<file path="src/rtl/decoder_sched.sv">
// -----------------------------------------------------------------------------
// decoder_sched
// Round-robin scheduler that lets NREQ requesters share one fixed-latency
// decoder, with one transaction in flight at a time. A winning requester's
// 7-bit code is registered onto dec_code_o. The decoder result is sampled
// DEC_LAT cycles later and returned on a valid/ready response port tagged with
// the owner's index.
//
// Optional feature: define DECODER_SCHED_STATS_EN to add the 16-bit
// completed-transaction counter on txn_count_o.
//
// Ports
//   clock          system clock, rising edge
//   reset          synchronous, active-high reset
//   req_i          per-requester level request
//   code_i         requester k code in bits [7k+6:7k]
//   grant_o        one-hot, single-cycle pulse when a code is captured
//   dec_code_o     registered code presented to the shared decoder
//   dec_busy_o     high while a code is in flight in the decoder
//   dec_data_i     decoder result
//   resp_valid_o   response valid
//   resp_ready_i   response consumer ready
//   resp_id_o      zero-extended index of the response owner
//   resp_data_o    registered decoder result
//   txn_count_o    completed-transaction count (DECODER_SCHED_STATS_EN only)
// -----------------------------------------------------------------------------
module decoder_sched #(
  parameter int NREQ    = 4,
  parameter int DEC_W   = 8,
  parameter int DEC_LAT = 2
) (
  input  logic                 clock,
  input  logic                 reset,
  input  logic [NREQ-1:0]      req_i,
  input  logic [7*NREQ-1:0]    code_i,
  output logic [NREQ-1:0]      grant_o,
  output logic [6:0]           dec_code_o,
  output logic                 dec_busy_o,
  input  logic [DEC_W-1:0]     dec_data_i,
  output logic                 resp_valid_o,
  input  logic                 resp_ready_i,
  output logic [2:0]           resp_id_o,
  output logic [DEC_W-1:0]     resp_data_o
`ifdef DECODER_SCHED_STATS_EN
  ,
  output logic [15:0]          txn_count_o
`endif
);

  localparam int IDX_W = (NREQ < 2) ? 1 : $clog2(NREQ);
  localparam int CNT_W = (DEC_LAT < 2) ? 1 : $clog2(DEC_LAT + 1);

  typedef enum logic [1:0] {
    IDLE = 2'd0,
    WAIT = 2'd1,
    RESP = 2'd2
  } state_t;

  state_t               state_q;
  logic [NREQ-1:0]      grant_q;
  logic [6:0]           dec_code_q;
  logic                 busy_q;
  logic                 valid_q;
  logic [IDX_W-1:0]     id_q;
  logic [IDX_W-1:0]     last_q;
  logic [DEC_W-1:0]     data_q;
  logic [CNT_W-1:0]     cnt_q;
`ifdef DECODER_SCHED_STATS_EN
  logic [15:0]          txn_q;
`endif

  logic                 win_vld_d;
  logic [IDX_W-1:0]     win_idx_d;
  logic [NREQ-1:0]      grant_d;
  logic [6:0]           code_d;

  // Requester index reached by stepping 'off' positions past 'last', modulo NREQ.
  function automatic logic [IDX_W-1:0] rr_idx(input logic [IDX_W-1:0] last, input int off);
    int s;
    s = int'(last) + off;
    if (s >= NREQ) begin
      s = s - NREQ;
    end else begin
      s = s;
    end
    return s[IDX_W-1:0];
  endfunction

  // Round-robin winner search: offsets 1..NREQ from the last completed owner, so
  // the previous owner is considered last and cannot starve anyone else.
  always_comb begin
    win_vld_d = 1'b0;
    win_idx_d = '0;
    grant_d   = '0;
    for (int i = 1; i <= NREQ; i++) begin
      if (!win_vld_d && req_i[rr_idx(last_q, i)]) begin
        win_vld_d = 1'b1;
        win_idx_d = rr_idx(last_q, i);
      end else begin
        win_vld_d = win_vld_d;
      end
    end
    if (win_vld_d) begin
      grant_d[win_idx_d] = 1'b1;
    end else begin
      grant_d = '0;
    end
    code_d = code_i[7*win_idx_d +: 7];
  end

  // Scheduler FSM with all outputs registered; dec_code_q only loads on a grant
  // so the decoder input never moves outside a transaction.
  always_ff @(posedge clock) begin
    if (reset) begin
      state_q    <= IDLE;
      grant_q    <= '0;
      dec_code_q <= 7'd0;
      busy_q     <= 1'b0;
      valid_q    <= 1'b0;
      id_q       <= '0;
      last_q     <= IDX_W'(NREQ - 1);
      data_q     <= '0;
      cnt_q      <= '0;
`ifdef DECODER_SCHED_STATS_EN
      txn_q      <= 16'd0;
`endif
    end else begin
      case (state_q)
        IDLE: begin
          grant_q <= grant_d;
          if (win_vld_d) begin
            dec_code_q <= code_d;
            id_q       <= win_idx_d;
            cnt_q      <= CNT_W'(DEC_LAT);
            busy_q     <= 1'b1;
            state_q    <= WAIT;
          end else begin
            state_q    <= IDLE;
          end
        end
        WAIT: begin
          grant_q <= '0;
          cnt_q   <= cnt_q - 1'b1;
          // Counter value 1 marks the edge DEC_LAT cycles after dec_code_q changed.
          if (cnt_q == CNT_W'(1)) begin
            data_q  <= dec_data_i;
            busy_q  <= 1'b0;
            valid_q <= 1'b1;
            state_q <= RESP;
          end else begin
            state_q <= WAIT;
          end
        end
        RESP: begin
          grant_q <= '0;
          if (resp_ready_i) begin
            valid_q <= 1'b0;
            last_q  <= id_q;
            state_q <= IDLE;
`ifdef DECODER_SCHED_STATS_EN
            txn_q   <= txn_q + 16'd1;
`endif
          end else begin
            state_q <= RESP;
          end
        end
        default: begin
          grant_q <= '0;
          busy_q  <= 1'b0;
          valid_q <= 1'b0;
          state_q <= IDLE;
        end
      endcase
    end
  end

  assign grant_o      = grant_q;
  assign dec_code_o   = dec_code_q;
  assign dec_busy_o   = busy_q;
  assign resp_valid_o = valid_q;
  assign resp_id_o    = 3'(id_q);
  assign resp_data_o  = data_q;
`ifdef DECODER_SCHED_STATS_EN
  assign txn_count_o  = txn_q;
`endif

endmodule
</file>
<file path="config.mk">
export PLATFORM = sky130hd
export DESIGN_NAME = decoder_sched
export DESIGN_NICKNAME = d
export VERILOG_FILES = /design/src/rtl/decoder_sched.sv
export SDC_FILE = /design/constraint.sdc
export NUM_CORES = 1
export LEC_CHECK = 0
export CORE_MARGIN = 2
export CORE_UTILIZATION = 46
export CTS_BUF_LIST = sky130_fd_sc_hd__clkbuf_2
export DETAILED_ROUTE_END_ITERATION = 16
export PLACE_DENSITY = 0.88
export SLEW_MARGIN = 20
export SYNTH_ARGS = -nofsm -noshare
export SYNTH_HDL_FRONTEND = slang
export SYNTH_SLANG_ARGS = --single-unit
</file>
<file path="constraint.sdc">
create_clock -name clock -period 2.25 [get_ports clock]
set_input_delay 0.45 -clock clock [delete_from_list [all_inputs] [get_ports clock]]
set_output_delay 0.45 -clock clock [all_outputs]
set_load 0.05 [all_outputs]
</file>
==> results of run 1 <==
-- through the flow --
step | cells | area (um^2) | hold WS, ns
after floorplan | 161 | 1450 | 0.444
after global placement | 267 | 2160 | 0.442
after detailed placement | 267 | 2160 | 0.451
after CTS | 275 | 2200 | 0.470
after global routing | 275 | 2200 | 0.486
final | 275 | 2200 | 0.466
-- kinds of logic after synthesis --
kind of cell             Yosys count
AND/OR/NAND/NOR                   63
AO/OA/AOI/OAI                     51
flip-flops                        29
buffers and inverters             14
multiplexers                       2
adder cells (fa/ha/maj)            1
other                              1
-- flip-flops by register name, indices dropped and copies added (netlist names) --
| signal | flops |
|---|---|
| id_q | 2 |
| cnt_q | 2 |
| state_q | 2 |
| resp_data_o | 8 |
| dec_busy_o | 1 |
| dec_code_o | 7 |
| grant_o | 4 |
| resp_valid_o | 1 |
| last_q | 2 |
-- cell type report --
| cell class | count | area, um^2 |
|---|---|---|
| well taps | 44 | 55.1 |
| flip-flops and latches | 29 | 581 |
| clock inverters | 2 | 10.0 |
| multi-input cells | 118 | 805 |
| clock buffers | 6 | 30.0 |
| fillers | 246 | 826 |
| repair buffers | 73 | 711 |
| inverters | 3 | 11.3 |
-- how the worst min path moves through the flow --
stage	start	to	slack [ns]	depth (start not counted)
final	resp_data_o[4]$_SDFFE_PP0P_	resp_data_o[4]$_SDFFE_PP0P_	0.47	2
after global routing	resp_data_o[1]$_SDFFE_PP0P_	resp_data_o[1]$_SDFFE_PP0P_	0.49	2
after CTS	resp_data_o[7]$_SDFFE_PP0P_	resp_data_o[7]$_SDFFE_PP0P_	0.47	2
after detailed placement	resp_data_o[7]$_SDFFE_PP0P_	resp_data_o[7]$_SDFFE_PP0P_	0.45	2
after global placement	resp_data_o[6]$_SDFFE_PP0P_	resp_data_o[6]$_SDFFE_PP0P_	0.44	2
after floorplan	cnt_q[0]$_SDFFE_PP0P_	cnt_q[0]$_SDFFE_PP0P_	0.44	1
-- tightest hold or removal path: cells and delay by family (launching register included) --
family / cells / cell delay [ns]
AO/OA/AOI/OAI: 1 / 0.05
AND/OR/NAND/NOR: 1 / 0.05
flip-flops: 1 / 0.33
-- layout by cell type (no fill, tap or decap), drive strengths merged, types with 7 or more instances in the layout --
cell           netlist  final
a211oi              10     10
a21oi               19     19
and2                 7      7
buf                  6      8
clkdlybuf4s50        0     65
dfxtp               29     29
nand2               19     19
nand2b               8      8
nand3                9      9
nor2                 7      7
o21bai               7      7
-- power breakdown --
part | switching, mW | internal [mW] | total, mW
clock network | 0.180 | 0.0779 | 0.258
logic | 0.244 | 0.192 | 0.435
registers | 0.0249 | 0.551 | 0.576
-- layer usage --
layer / share of wire / up-vias / global-route usage / wire length, um
li1: - / 718 / - / -
met1: 0.42 / 615 / 0.253 / 1520
met2: 0.48 / 61 / 0.360 / 1730
met3: 0.081 / 10 / 0.0671 / 291
met4: 0.018 / 0 / 0.0762 / 65
met5: 0 / - / 0 / 0
==> results.md, run 1 <==
* Die area at 3620 um^2
* CP Cell Sequence: clkdlybuf4s50_1
* Slew HR at 0.635
* Total routed wirelength at between 3000 and 4000 um
* Final setup vio count at 0
* Gate Count Post-Synth at ~160
* Diodes inserted at 0
* Post_cts resized at 0
* Xor-xnor portion of the synthesized cell area at 0
* Synth Area in Adders at 0.00861
* CTS tree: built
* Die width at ~60 um
* Worst r2r path cells at 5
* Number of global-route vias before repair at 1318
* H-tree Lvls at 2
* Final GP Congestion at 0.868
* Area leader, netlist: dfxtp_1
* Power after layout at 1.27 mW
* Port Buf Inserts at 65
* I/O pin total at 67
* Hold_buf cts at 0
* Antenna viol nets, final at 0
* Layout Nets at 274
* Initial drt markers at 84
* Syn avg cell area at 9.02 um^2
* CTS Sinks at 29
* Worst-path clk slew at 0.14 ns
* Area delta synth->final at 51.6%
* Pins Over Slew Limit at 0
* Clk_lat worst skew at 0.37 ns
* Core Rows at 20
* Crit path max-delay cell type: clkdlybuf4s50_1
* Post-synth top flop: dfxtp_1
* Post-synthesis sequential area ratio at 0.400
* Critical path peak fanout at 3
* CP Depth at 1
* Largest net degree at the start of global routing at 17
* Minimum clock period at 2.03 ns
* Post-CTS setup buffers at 0
* CP Buf/Inv Count at 1
* Cell family with most CP delay: buffers and inverters
* Clock buffer count from CTS at 5
* Synthesized flop and latch total at 29
* Post-synth ARST share at 0
* Distinct cells, synth at 35
* Post-synth top area share at 0.400
* Final worst setup slack at around 0.22 ns
* Worst Skew at 0.0121 ns
* Pre-CTS worst setup slack at 0.0210 ns
* Worst Hold Class: flip-flop to flip-flop
* Mux contribution to synthesized area at 0.0138
* Crit path to: resp_id_o[1]
* CTS Buffer Depth at 2
* CP arrival at between 1.5 and 2 ns
* Worst path max stage delay at 0.82 ns
* Worst IR Drop VDD at ~0.25 mV
* Area of the core at 3030 um^2
* Outcome: completed
* CTS root buf: clkbuf_2
* RSZ-0062 raised after global routing: false
* Period utilization at 0.900
* Top-count cell post-synth: dfxtp_1
* Synth cell count leaders: dfxtp_1, a21oi_1, nand2_1
* Power Dens Cells at 576 nW/um^2
* Wire per inst at 13.1 um
* Worst r2r src: last_q[0]$_SDFFE_PP1P_
* Total number of vias at ~1400
* Worst Tran Pin Value at 0.546 ns
* Die span in y at 60.2 um
* # DRC at 0
* Total GRT Usage at 0.214
* Post-synth EDFFs at 0
* Setup tns final at 0 ns
* First drt pass iteration count at 4
* Vias per std cell at 5.11
* Yosys warnings at 0
* Crit path required time at 1.80 ns
* CP Launch Type: flip-flop
* First-pass GRT wire length at about 5700 um
* P_leak at 0.811 nW
* Synthesized net count at ~210
* Grt ovf at 0
* Antenna violations before repair at 0
* Util after Layout at 0.727
* Layout cell share with drive strength beyond 1 at 0.156
* Reg2reg end: dec_code_o[2]$_SDFFE_PP0N_
* R2R setup slack at 0.68 ns
* CP Launch Point: id_q[1]$_SDFFE_PP0N_
* Largest family of logic cells by synthesized area: compound AO/OA/AOI/OAI gates
* Final-report hold violation count at 0
* Synth Area in Compound Gates at 0.299
* Post-DP HPWL at ~2800 um
* Setup Crit Path Kind: flip-flop to primary output
* Initial Util at 0.480
* Post-Synth Simple-Gate Area at 0.230
* Peak Freq at 494 MHz
* Synth top area cells: dfxtp_1, a211oi_2, a21oi_1, a221oi_2, nand2_1
* Post-Synthesis Cell Area at 1450 um^2
* Critical path endpoint category: primary output
* Max Cap Viol at 0
No activity file was read; power rests on OpenSTA's default activity.
==> run 2, diff against run 1 <==
Settings changed: REMOVE_ABC_BUFFERS from default to 1.
==> run 2 against run 1 <==
Combinational power grew 2%; power about the same; clock power decreased by 5%; highest routed layer unchanged; register-to-register slack got worse by 0.07 ns.
==> results.md, run 2 (synthesized netlist as in run 1, its figures left out) <==
* Cell family with most CP delay: buffers and inverters
* CTS Sinks at 29
* Total number of vias at around 1500
* # DRC at 0
* Worst-path clk slew at about 0.15 ns
* Most common cell after layout, fill and taps aside: clkdlybuf4s50_1
* Pins Over Slew Limit at 0
* Post-CTS setup buffers at 0
* Clk_lat worst skew at 0.35 ns
* CTS tree: built
* I/O pin total at 67
* Design internal power at 813 uW
* Critical path peak fanout at 3
* Antenna violations before repair at 0
* Setup tns final at 0 ns
* Post_cts resized at 0
* CP Launch Type: flip-flop
* Vias per std cell at 5.46
* CTS root buf: clkbuf_2
* P_leak at a little over 0.8 nW
* Hold_buf cts at 0
* Core Rows at 20
* Largest net degree at the start of global routing at 17
* Worst Hold Class: flip-flop to flip-flop
* Diodes inserted at 0
* Logic pwr share at 0.351
* Port Buf Inserts at between 60 and 70
* Crit path required time at 1.80 ns
* Minimum clock period at 2.03 ns
* Area delta synth->final at 51.8%
* Die area at 3620 um^2
* Initial drt markers at approximately 80
* Sequential share of power at 0.455
* Layout cell share with drive strength beyond 1 at 0.143
* Worst Tran Pin Value at 0.611 ns
* Power after layout at roughly 1.3 mW
* Setup Crit Path Kind: flip-flop to primary output
* Worst path max stage delay at 0.83 ns
* Sw frac at 0.359
* Crit path max-delay cell type: clkdlybuf4s50_1
* CTS Buffer Depth at 2
* Period utilization at 0.902
* Initial Util at 0.480
* Total routed wirelength at approximately 4100 um
* Worst Skew at around 0.017 ns
* First drt pass iteration count at 5
* Slew HR at 0.591
* Die span in y at 60.2 um
* CP Buf/Inv Count at 1
* Pre-CTS worst setup slack at -0.0543 ns
* Post-DP HPWL at 3100 um
* Final-report hold violation count at 0
* CP arrival at 1.58 ns
* Grt ovf at 0
* Worst IR Drop VDD at around 0.31 mV
* Clock buffer count from CTS at 5
* Outcome: completed
* Die width at 60.2 um
* Final GP Congestion at 0.731
* RSZ-0062 raised after global routing: false
* Antenna viol nets, final at 0
* Final worst setup slack at 0.221 ns
* Power Dens Cells at between 500 and 600 nW/um^2
* Peak Freq at between 400 and 500 MHz
* Switching Power at roughly 460 uW
* Area of the core at 3030 um^2
* Critical path endpoint category: primary output
* H-tree Lvls at 2
* First-pass GRT wire length at roughly 6400 um
* Final setup vio count at 0
* Wire per inst at between 10 and 15 um
* Number of global-route vias before repair at between 1500 and 2000
* CP Cell Sequence: clkdlybuf4s50_1
* Total GRT Usage at 0.241
* Max Cap Viol at 0
* Commonest non-fill, non-tap cells in the layout: clkdlybuf4s50_1, dfxtp_1, nand2_1, a21oi_1
* Max FFs per register at 8
* Layout Nets at 273
* Clk pwr share at 0.194
[run 2: changes by cell type in the layout (fill, tap and decap cells not counted)]
cell | before | now
clkinv_2 | 2 | 1
clkbuf_2 | 6 | 5
buf_4 | 8 | 6
buf_12 | 0 | 1
clkinv_1 | 0 | 2
[run 2: final timing paths]
check / slack (ns) / end / cells after the start / from
setup reg to reg: 0.61 / dec_code_o[6]$_SDFFE_PP0N_ / 5 / last_q[0]$_SDFFE_PP1P_
setup / recovery: 0.22 / resp_id_o[0] / 1 / id_q[0]$_SDFFE_PP0N_
hold / removal: 0.46 / resp_data_o[6]$_SDFFE_PP0P_ / 2 / resp_data_o[6]$_SDFFE_PP0P_
hold reg to reg: 0.46 / resp_data_o[6]$_SDFFE_PP0P_ / 2 / resp_data_o[6]$_SDFFE_PP0P_
[run 2: layout make-up]
cell class	instances	area [um^2]
fill	227	823
multi-input combinational	118	805
timing repair buffer	72	716
sequential	29	581
tap	44	55.1
clock buffer	5	25.0
clock inverter	3	12.5
inverter	3	11.3
[run 2: per-layer routing]
layer  global-route usage  share of wire  vias to the layer above
met5                    0              0                        -
met4                0.146          0.020                        0
met3               0.0952           0.11                       10
met2                0.407           0.49                       89
met1                0.250           0.38                      681
li1                     -              -                      715
[run 2: power groups by stage]
stage / clock network (mW) / registers [mW] / logic, mW
after floorplan: 0 / 0.686 / 0.143
after global placement: 0 / 0.584 / 0.431
after detailed placement: 0 / 0.587 / 0.443
after CTS: 0.253 / 0.577 / 0.444
after global routing: 0.283 / 0.582 / 0.472
final: 0.246 / 0.577 / 0.445
[run 2: through the flow]
stage	hold slack [ns]	cell area (um^2)	instances	utilization
3_3_place_gp	0.439	2170	266	0.716
4_1_cts	0.465	2200	274	0.728
2_1_floorplan	0.438	1400	150	-
6_report	0.464	2200	274	0.728
3_5_place_dp	0.446	2170	266	0.716
5_1_grt	0.492	2200	274	0.728
==> run 3, diff against run 2 <==
Settings changed: CORE_UTILIZATION 46 to 30, CTS_CLUSTER_SIZE from default to 28, PLACE_DENSITY 0.88 to default.
==> run 3 against run 2 <==
Count of clock-buffer cells in the layout is 3 higher; worst setup slack better by 0.045 ns; first-iteration DRC count is 53% lower; clock power is 6% higher; combinational power is 2% higher; final cell count is 6.2% higher; power is 1.4% higher; critical endpoint is now dec_code_o[4]; largest power group unchanged; highest routed layer unchanged.
==> results.md, run 3 (synthesized netlist as in run 1, its figures left out) <==
* Outcome: completed
* Die width at 73.6 um
* Pre-CTS worst setup slack at roughly 0.063 ns
* Max Cap Viol at 0
* Initial drt markers at 37
* Setup Crit Path Kind: flip-flop to primary output
* Peak Freq at approximately 500 MHz
* Core Rows at 25
* Worst Tran Pin Value at 0.593 ns
* CP Cell Sequence: clkdlybuf4s50_1
* Diodes inserted at 0
* Minimum clock period at slightly below 2 ns
* Area delta synth->final at 56.4%
* Hold_buf cts at 0
* Util after Layout at 0.484
* Post-DP HPWL at 2980 um
* Final GP Congestion at 0.736
* Power Dens Cells at 566 nW/um^2
* H-tree Lvls at 2
* Pins Over Slew Limit at 0
* Slew HR at 0.603
* Post-CTS setup buffers at 0
* CP arrival at between 1.5 and 2 ns
* Crit path required time at 1.80 ns
* P_leak at ~0.84 nW
* Setup tns final at 0 ns
* Total GRT Usage at 0.149
* Critical path peak fanout at 2
* Total number of vias at 1387
* Total routed wirelength at 3830 um
* Grt ovf at 0
* Vias per std cell at roughly 4.8
* Dpl cell area at 2230 um^2
* Layout Nets at 280
* CP Launch Type: flip-flop
* Worst Hold Class: flip-flop to flip-flop
* Worst path max stage delay at 0.81 ns
* Die area at 5410 um^2
* Largest net degree at the start of global routing at 17
* Crit path max-delay cell type: clkdlybuf4s50_1
* Clk_lat worst skew at 0.34 ns
* Wire per inst at 13.2 um
* Die span in y at 73.6 um
* CTS Sinks at 29
* Max FFs per register at 8
* Period utilization at 0.882
* Layout cell share with drive strength beyond 1 at 0.177
* Antenna violations before repair at 0
* Final setup vio count at 0
* Worst Skew at approximately 0.015 ns
* I/O pin total at 67
* CTS root buf: clkbuf_2
* Worst IR Drop VDD at roughly 0.2 mV
* Cell family with most CP delay: buffers and inverters
* Clock buffer count from CTS at 5
* Commonest non-fill, non-tap cells in the layout: clkdlybuf4s50_1, dfxtp_1, nand2_1, a21oi_1, buf_4
* Most common cell after layout, fill and taps aside: clkdlybuf4s50_1
* # DRC at 0
* First drt pass iteration count at 4
* CTS Buffer Depth at 2
* Initial Util at 0.310
* Antenna viol nets, final at 0
* Critical path endpoint category: primary output
* Fillers at 480
* Port Buf Inserts at 65
* Final worst setup slack at ~0.27 ns
* Worst-path clk slew at 0.15 ns
* CTS tree: built
* CP Buf/Inv Count at 1
* RSZ-0062 raised after global routing: false
* Area of the core at 4690 um^2
* Design area at 2270 um^2
* Number of global-route vias before repair at 1340
* First-pass GRT wire length at approximately 6200 um
* Post_cts resized at 0
* Final-report hold violation count at 0
==> run 3: where the power goes <==
part	total [mW]	internal [mW]	switching [mW]
Sequential	0.574	0.551	0.0235
Clock	0.260	0.0919	0.168
Combinational	0.453	0.206	0.247
==> run 3: cell type report <==
| cell class | instances | area (um^2) | area share |
|---|---|---|---|
| multi-input combinational | 118 | 805 | 0.354 |
| clock buffer | 8 | 40.0 | 0.0176 |
| timing repair buffer | 79 | 768 | 0.338 |
| tap | 54 | 67.6 | 0.0297 |
| sequential | 29 | 581 | 0.256 |
| inverter | 3 | 11.3 | 0.00496 |
==> run 3: per-layer routing <==
| metal | vias to the layer above | wire length (um) | GRT usage |
|---|---|---|---|
| met5 | - | 0 | 0 |
| met4 | 0 | 60 | 0.0606 |
| met3 | 7 | 274 | 0.0398 |
| met2 | 52 | 1740 | 0.235 |
| met1 | 606 | 1750 | 0.192 |
| li1 | 722 | - | - |
==> run 3: stage by stage <==
stage	hold WS (ns)	total power [mW]	cells
global placement	0.443	1.04	283
global route	0.486	1.36	291
detailed placement	0.447	1.04	283
CTS	0.465	1.30	291
floorplan	0.438	0.829	150
finish	0.463	1.29	291
==> run 3: final timing paths <==
kind	startpoint	end	slack (ns)	cells past startpoint
setup / recovery	dec_code_o[4]$_SDFFE_PP0N_	dec_code_o[4]	0.27	1
hold / removal	resp_data_o[0]$_SDFFE_PP0P_	resp_data_o[0]$_SDFFE_PP0P_	0.46	2
setup reg to reg	last_q[0]$_SDFFE_PP1P_	dec_code_o[5]$_SDFFE_PP0N_	0.73	5
hold reg to reg	resp_data_o[0]$_SDFFE_PP0P_	resp_data_o[0]$_SDFFE_PP0P_	0.46	2
